[config.mk]
export PLATFORM = sky130hd
export DESIGN_NAME = logic_gates
export DESIGN_NICKNAME = d
export VERILOG_FILES = /design/src/rtl/logic_gates_pkg.sv /design/src/rtl/logic_gates_gate_eval.sv /design/src/rtl/logic_gates.sv
export SDC_FILE = /design/constraint.sdc
export NUM_CORES = 1
export LEC_CHECK = 0
export BUFFER_PORTS_ARGS = -buffer_cell sky130_fd_sc_hd__buf_2
export CORE_AREA = 10 10 47 49
export CTS_CLUSTER_SIZE = 16
export DETAILED_ROUTE_END_ITERATION = 12
export DIE_AREA = 0 0 57 59
export GPL_TIMING_DRIVEN = 0
export SLEW_MARGIN = 5
export SYNTH_ARGS = -nofsm -noshare
export SYNTH_HDL_FRONTEND = slang
export SYNTH_SLANG_ARGS = --single-unit
[constraint.sdc]
create_clock -name clk -period 1.5 [get_ports clk]
set_clock_uncertainty 0.05 [all_clocks]
set_input_delay 0.3 -clock clk [delete_from_list [all_inputs] [get_ports clk]]
set_output_delay 0.3 -clock clk [all_outputs]
set_load 0.02 [all_outputs]
[src/rtl/logic_gates_pkg.sv]
// Shared opcode encoding for the logic_gates bank and its gate evaluator.
package logic_gates_pkg;

   localparam int unsigned GATE_OP_W = 3;

   typedef enum logic [GATE_OP_W-1:0] {
      OP_AND  = 3'd0,
      OP_OR   = 3'd1,
      OP_NOT  = 3'd2,
      OP_NAND = 3'd3,
      OP_NOR  = 3'd4,
      OP_XOR  = 3'd5,
      OP_XNOR = 3'd6,
      OP_BUF  = 3'd7
   } gate_op_e;

endpackage

[src/rtl/logic_gates_gate_eval.sv]
// Combinational bitwise evaluator: one WIDTH-bit result of a two-input logic
// function selected by op.
module logic_gates_gate_eval
   import logic_gates_pkg::*;
#(
   parameter int unsigned WIDTH = 1
) (
   input  logic [WIDTH-1:0]     a,
   input  logic [WIDTH-1:0]     b,
   input  logic [GATE_OP_W-1:0] op,
   output logic [WIDTH-1:0]     result
);

   always_comb begin
      result = a;
      case (gate_op_e'(op))
         OP_AND:  result = a & b;
         OP_OR:   result = a | b;
         OP_NOT:  result = ~a;
         OP_NAND: result = ~(a & b);
         OP_NOR:  result = ~(a | b);
         OP_XOR:  result = a ^ b;
         OP_XNOR: result = ~(a ^ b);
         OP_BUF:  result = a;
         default: result = a;
      endcase
   end

endmodule

[src/rtl/logic_gates.sv]
// Registered bank of the basic bitwise logic functions plus an opcode-selected
// result y; one-cycle latency, synchronous active-high reset.
module logic_gates
   import logic_gates_pkg::*;
#(
   parameter int unsigned WIDTH = 1
) (
   input  logic                 clk,
   input  logic                 rst,
   input  logic                 in_valid,
   input  logic [WIDTH-1:0]     a,
   input  logic [WIDTH-1:0]     b,
   input  logic [GATE_OP_W-1:0] op_sel,
   output logic                 out_valid,
   output logic [WIDTH-1:0]     and_gate,
   output logic [WIDTH-1:0]     or_gate,
   output logic [WIDTH-1:0]     not_gate,
   output logic [WIDTH-1:0]     nand_gate,
   output logic [WIDTH-1:0]     nor_gate,
   output logic [WIDTH-1:0]     xor_gate,
   output logic [WIDTH-1:0]     xnor_gate,
   output logic [WIDTH-1:0]     y
);

   logic [WIDTH-1:0] and_d, or_d, not_d, nand_d, nor_d, xor_d, xnor_d, y_d;
   logic [WIDTH-1:0] and_q, or_q, not_q, nand_q, nor_q, xor_q, xnor_q, y_q;
   logic             valid_q;

   logic_gates_gate_eval #(.WIDTH(WIDTH)) u_and (
      .a(a), .b(b), .op(OP_AND), .result(and_d)
   );
   logic_gates_gate_eval #(.WIDTH(WIDTH)) u_or (
      .a(a), .b(b), .op(OP_OR), .result(or_d)
   );
   logic_gates_gate_eval #(.WIDTH(WIDTH)) u_not (
      .a(a), .b(b), .op(OP_NOT), .result(not_d)
   );
   logic_gates_gate_eval #(.WIDTH(WIDTH)) u_nand (
      .a(a), .b(b), .op(OP_NAND), .result(nand_d)
   );
   logic_gates_gate_eval #(.WIDTH(WIDTH)) u_nor (
      .a(a), .b(b), .op(OP_NOR), .result(nor_d)
   );
   logic_gates_gate_eval #(.WIDTH(WIDTH)) u_xor (
      .a(a), .b(b), .op(OP_XOR), .result(xor_d)
   );
   logic_gates_gate_eval #(.WIDTH(WIDTH)) u_xnor (
      .a(a), .b(b), .op(OP_XNOR), .result(xnor_d)
   );
   logic_gates_gate_eval #(.WIDTH(WIDTH)) u_sel (
      .a(a), .b(b), .op(op_sel), .result(y_d)
   );

   // Reset clears every result to zero, including the inverting ones.
   always_ff @(posedge clk) begin
      if (rst) begin
         valid_q <= 1'b0;
         and_q   <= '0;
         or_q    <= '0;
         not_q   <= '0;
         nand_q  <= '0;
         nor_q   <= '0;
         xor_q   <= '0;
         xnor_q  <= '0;
         y_q     <= '0;
      end else begin
         valid_q <= in_valid;
         if (in_valid) begin
            and_q  <= and_d;
            or_q   <= or_d;
            not_q  <= not_d;
            nand_q <= nand_d;
            nor_q  <= nor_d;
            xor_q  <= xor_d;
            xnor_q <= xnor_d;
            y_q    <= y_d;
         end
      end
   end

   assign out_valid = valid_q;
   assign and_gate  = and_q;
   assign or_gate   = or_q;
   assign not_gate  = not_q;
   assign nand_gate = nand_q;
   assign nor_gate  = nor_q;
   assign xor_gate  = xor_q;
   assign xnor_gate = xnor_q;
   assign y         = y_q;

endmodule

; ---- Word-level counts from Yosys, hierarchy flattened
; Index checks and enable logic that the tools add are counted.
[op_classes]
eq_ne = 7
n_mux = 1
bitwise_logic = 7
n_reduce_logical = 1
[op_table]
columns = operator, n
row1 = "3-bit equality test, second input constant", 4
row2 = 1-bit case mux with 8 select lines, 1
row3 = "3-bit by 2-bit equality test with 1-bit output, second input constant", 2
row4 = 1-bit NOT, 4
row5 = "3-bit by 1-bit equality test with 1-bit output, second input constant", 1
row6 = 3-bit zero test, 1
row7 = 1-bit AND, 1
row8 = 1-bit OR, 1
row9 = 1-bit bitwise XOR, 1
[totals]
regBits = 9
out_inout_bits = 9
wordCells = 25

; ---- Longest topological paths before layout
[logic_depth]
ltp_word = 3
depth_mapped = 6

; ---- Hierarchy
; A second synthesis with hierarchy kept.
[hier_totals]
cells_unflattened = 166
area_unflattened_um2 = 1241.2
[by_module_without_submodules]
columns = module, n_inst, cells_per_inst, area_each_um2, seq_area_each_um2
row1 = logic_gates_gate_eval, 8, 17, 115.1, 0.0
row2 = logic_gates, 1, 30, 320.3, 180.2

; ---- Worst setup path before layout
; Ideal clock, no wire load.
[synth_timing]
kind = in2reg
from = in a
to = reg y_q, in the netlist y
setup_time_ns = 0.120
t_arrival_ns = 1.392
t_required_ns = 1.330
path_slack_ns = -0.062
stages = 5
cell_sequence = inv_1 -> ha_1 -> mux2_4 -> o2111a_1 -> a211o_1
[synth_between]
elab_chain_cells = 3
elab_cells_between_ends = 8
cone_classes = mux: 1 / bitwise: 7
[synth_lines]
columns = element, line
row1 = start: declaration, logic_gates.sv:11  ; input logic [WIDTH-1:0] a,
row2 = 1-bit bitwise XOR *, n/a
row3 = named net u_xor.result, logic_gates_gate_eval.sv:11  ; output logic [WIDTH-1:0] result
row4 = 1-bit NOT, n/a
row5 = 1-bit case mux with 8 select lines *, logic_gates_gate_eval.sv:16  ; case (gate_op_e'(op))
row6 = end signal: assignment, logic_gates.sv:76  ; y_q <= y_d;
row7 = end: declaration, logic_gates.sv:26  ; logic [WIDTH-1:0] and_q, or_q, not_q, nand_q, nor_q, xor_q, xnor_q, y_q;
; Mark *: on every way through the listed nets, which the timed path passes. The rest lies on a longest branch.
; A chain may end at the register's enable or synchronous reset.

; ---- Worst setup path after layout
[layout_timing]
from = in a
to = reg y_q, in the netlist y
[layout_between]
elab_cells_between_ends = 8
cone_classes = mux: 1 / bitwise: 7
[layout_rtl]
columns = element, line
row1 = 1-bit NOT, n/a
row2 = named net not_d, logic_gates.sv:25  ; logic [WIDTH-1:0] and_d, or_d, not_d, nand_d, nor_d, xor_d, xnor_d, y_d;
row3 = 1-bit case mux with 8 select lines, logic_gates_gate_eval.sv:16
; The timed path passes the listed nets, and every way through them passes these cells.

==> metrics.yaml <==
status:
  status: "finished clean"
clock_tree:
  post_cts_resized: 0
  post-cts-setup-buffers: 0
  htree_levels: 1
  insertion_delay_ns: 0.26
  cts_hold_buf: 0
  cts_root_buf: "clkbuf_4"
  path_clk_slew_ns: 0.07
  clk_path_buf_depth: 2
  cts_tree: "built"
  cts_buffers: 3
  numClockSinks: 9
pwr:
  vdd_drop_max_mv: 0.4760
  p_seq_share_pct: 45.7
  p_leak_nw: 0.2870
  power_density_nw_per_um2: 1010
  switching_share_pct: 28.83
  pwr-share-comb_pct: 21.2
  clkPwrFrac_pct: 33.1
  intPower_uw: 407.3
  p_sw_uw: 165.0
synth:
  synthAdderAreaFrac_pct: 5.797
  synth_seq_cells: 9
  ys_warn_count: 0
  synth_top_family_by_area: "simple AND/OR/NAND/NOR gates"
  synth_mux_area_share_pct: 15.07
  synth.top_cell.area_share_pct: 41.74
  synthCells: 46
  yosysSeqAreaShare_pct: 41.74
  synth-simple-area-share_pct: 17.10
  synth_cell_types: 18
  synth-compound-area-share_pct: 14.49
  synth_nets: 56
  synth_xor_xnor_area_share_pct: 0
  yosys.area.top_type: "dfxtp_1"
  ys_top_cells_by_area: "dfxtp_1 42%, mux2i_1 12%, nor2_1 6.1%, ha_1 5.8%, a211oi_1 3.5%"
  syn_area_um2: 431.7
  synth.avg_cell_area_um2: 9.384
placed_design:
  hpwl_um: 767.7
  port_buffers: 15
  gp_congestion: 0.7214
  dp.cells: 77
  placed_area_um2: 539.3
global_route:
  antenna_found_initial: 0
  groute.usage.overall_pct: 6.429
  grt-ovfl-total: 0
  grt_max_degree: 11
  grt_first_pass_wirelength_mm: 1.725
  grt_pass1_vias: 402
final_layout:
  seqCellArea_um2: 180.2
  final_cell_mix: "17 x buf_2, 9 x dfxtp_1, 7 x nor2_1"
  multi_input_area_um2: 239.0
  instances_no_fill: 81
  drive_gt1_share_pct: 40.00
  final_common_cell: "buf_2"
  final_cell_area_um2: 566.8
  fin_nets: 76
  antenna_cells: 0
  nFillCells: 157
  syn_to_final_growth_pct: 31.30
route:
  drtIter0Drc: 5
  num_vias: 365
  ant_nets: 0
  drt_pre_antenna_iters: 2
  wl_per_cell_um: 12.07
  drc: 0
  viasPerCell: 4.506
  finalWirelength_um: 978
critical_path:
  crit_required_ns: 1.60
  path_cells: "buf_2, inv_2, ha_4, mux2_4, o2111a_1, a211o_1"
  crit_slowest_cell: "ha_4"
  critPathKind: "in2reg"
  critPathMaxStageDelay_ns: 0.30
  critPathTopFamily: "compound AO/OA/AOI/OAI gates"
  crit_path_start_kind: "input port"
  critPathArrivalTime_ns: 1.54
  cp_num_buf_inv: 2
  end_kind: "flop"
  crit_fanout: 5
sta:
  rsz0062_at_grt: "no"
  finalSetupViolations: 0
  slew_headroom_pct: 85.33
  slew_viol_final: 0
  timing.fmax_mhz: 697.7
  min_period_ns: 1.433
  hold_ws_ns: 0.2470
  fin_tns_setup_ns: 0
  fin_crit_sh_pct: 95.55
  final-hold-violation-count: 0
  worstMarginPinSlew_ns: 0.2200
die:
  die-area_um2: 3363
  start_util_pct: 30.80
  die_w_um: 57
  ioPinCount: 17
  die_h_um: 59
  core-area_um2: 1401
  rows: 14
flow_run:
  maxCapViolations: 0
hold_path:
  hp-class: "in2reg"
metrics by stage:
stage	worst slack (ns)	utilization, %	total power, mW
4_1_cts	0.07247	40.45	0.5888
3_5_place_dp	-0.2093	38.48	0.3899
5_1_grt	0.02254	40.45	0.6171
6_report	0.06681	40.45	0.5722
3_3_place_gp	-0.2125	38.48	0.3883
2_1_floorplan	0.005684	-	0.3485
registers in the layout, summed over array words and instances, names as in the netlist:
signal	flops
and_gate	1
nand_gate	1
nor_gate	1
not_gate	1
or_gate	1
out_valid	1
xnor_gate	1
xor_gate	1
y	1
cell usage after synthesis:
| cell | number |
|---|---|
| a211o_1 | 1 |
| a211oi_1 | 2 |
| a32oi_1 | 1 |
| and2b_2 | 1 |
| buf_2 | 2 |
| dfxtp_1 | 9 |
| ha_1 | 2 |
| inv_1 | 4 |
| mux2_4 | 1 |
| mux2i_1 | 5 |
| nand2_1 | 3 |
| nand3b_1 | 1 |
| nor2_1 | 7 |
| nor2b_1 | 2 |
| nor3b_1 | 1 |
| o2111a_1 | 1 |
| o21ai_0 | 2 |
| o221ai_1 | 1 |
metal layers:
| metal | up-vias | routed length [um] | global-route usage (%) |
|---|---|---|---|
| li1 | 199 | - | - |
| met1 | 153 | 518 | 8.434 |
| met2 | 13 | 356 | 7.752 |
| met3 | 0 | 103 | 4.721 |
| met4 | 0 | 0 | 2.013 |
| met5 | - | 0 | 0 |
power groups by stage:
| stage | logic (mW) | clock network, mW | registers, mW |
|---|---|---|---|
| floorplan | 0.0607 | 0 | 0.288 |
| global placement | 0.121 | 0 | 0.267 |
| detailed placement | 0.123 | 0 | 0.267 |
| CTS | 0.123 | 0.204 | 0.262 |
| global route | 0.135 | 0.218 | 0.264 |
| finish | 0.121 | 0.189 | 0.262 |
worst reg2reg max path, stage by stage, from the launching register on:
cell,delay (ns)
dfxtp_1,0.31
nor3b_1,0.13
a211o_1,0.26
final timing paths:
| check | startpoint | endpoint | slack [ns] | depth (start not counted) |
|---|---|---|---|---|
| worst min-delay path | a | not_gate | 0.25 | 2 |
| worst max register to register | y | y | 0.65 | 2 |
| worst min register to register | xnor_gate | xnor_gate | 0.43 | 2 |
| worst max-delay path | a | y | 0.07 | 6 |
cell type report:
class / count / area share [%]
Buffer: 2 / 1.766
Multi-Input combinational cell: 31 / 42.16
Timing Repair Buffer: 15 / 13.25
Clock inverter: 1 / 0.8830
Tap cell: 16 / 3.532
Sequential cell: 9 / 31.79
Clock buffer: 3 / 3.974
Inverter: 4 / 2.649
kinds of logic (layout without fill, tap and decap cells):
logic type / count (synthesis) / in the layout
compound gates: 8 / 8
simple gates: 15 / 15
buf+inv: 6 / 25
flops: 9 / 9
fa+ha+maj: 2 / 2
mux: 6 / 6
No activity file was read; power rests on OpenSTA's default activity.
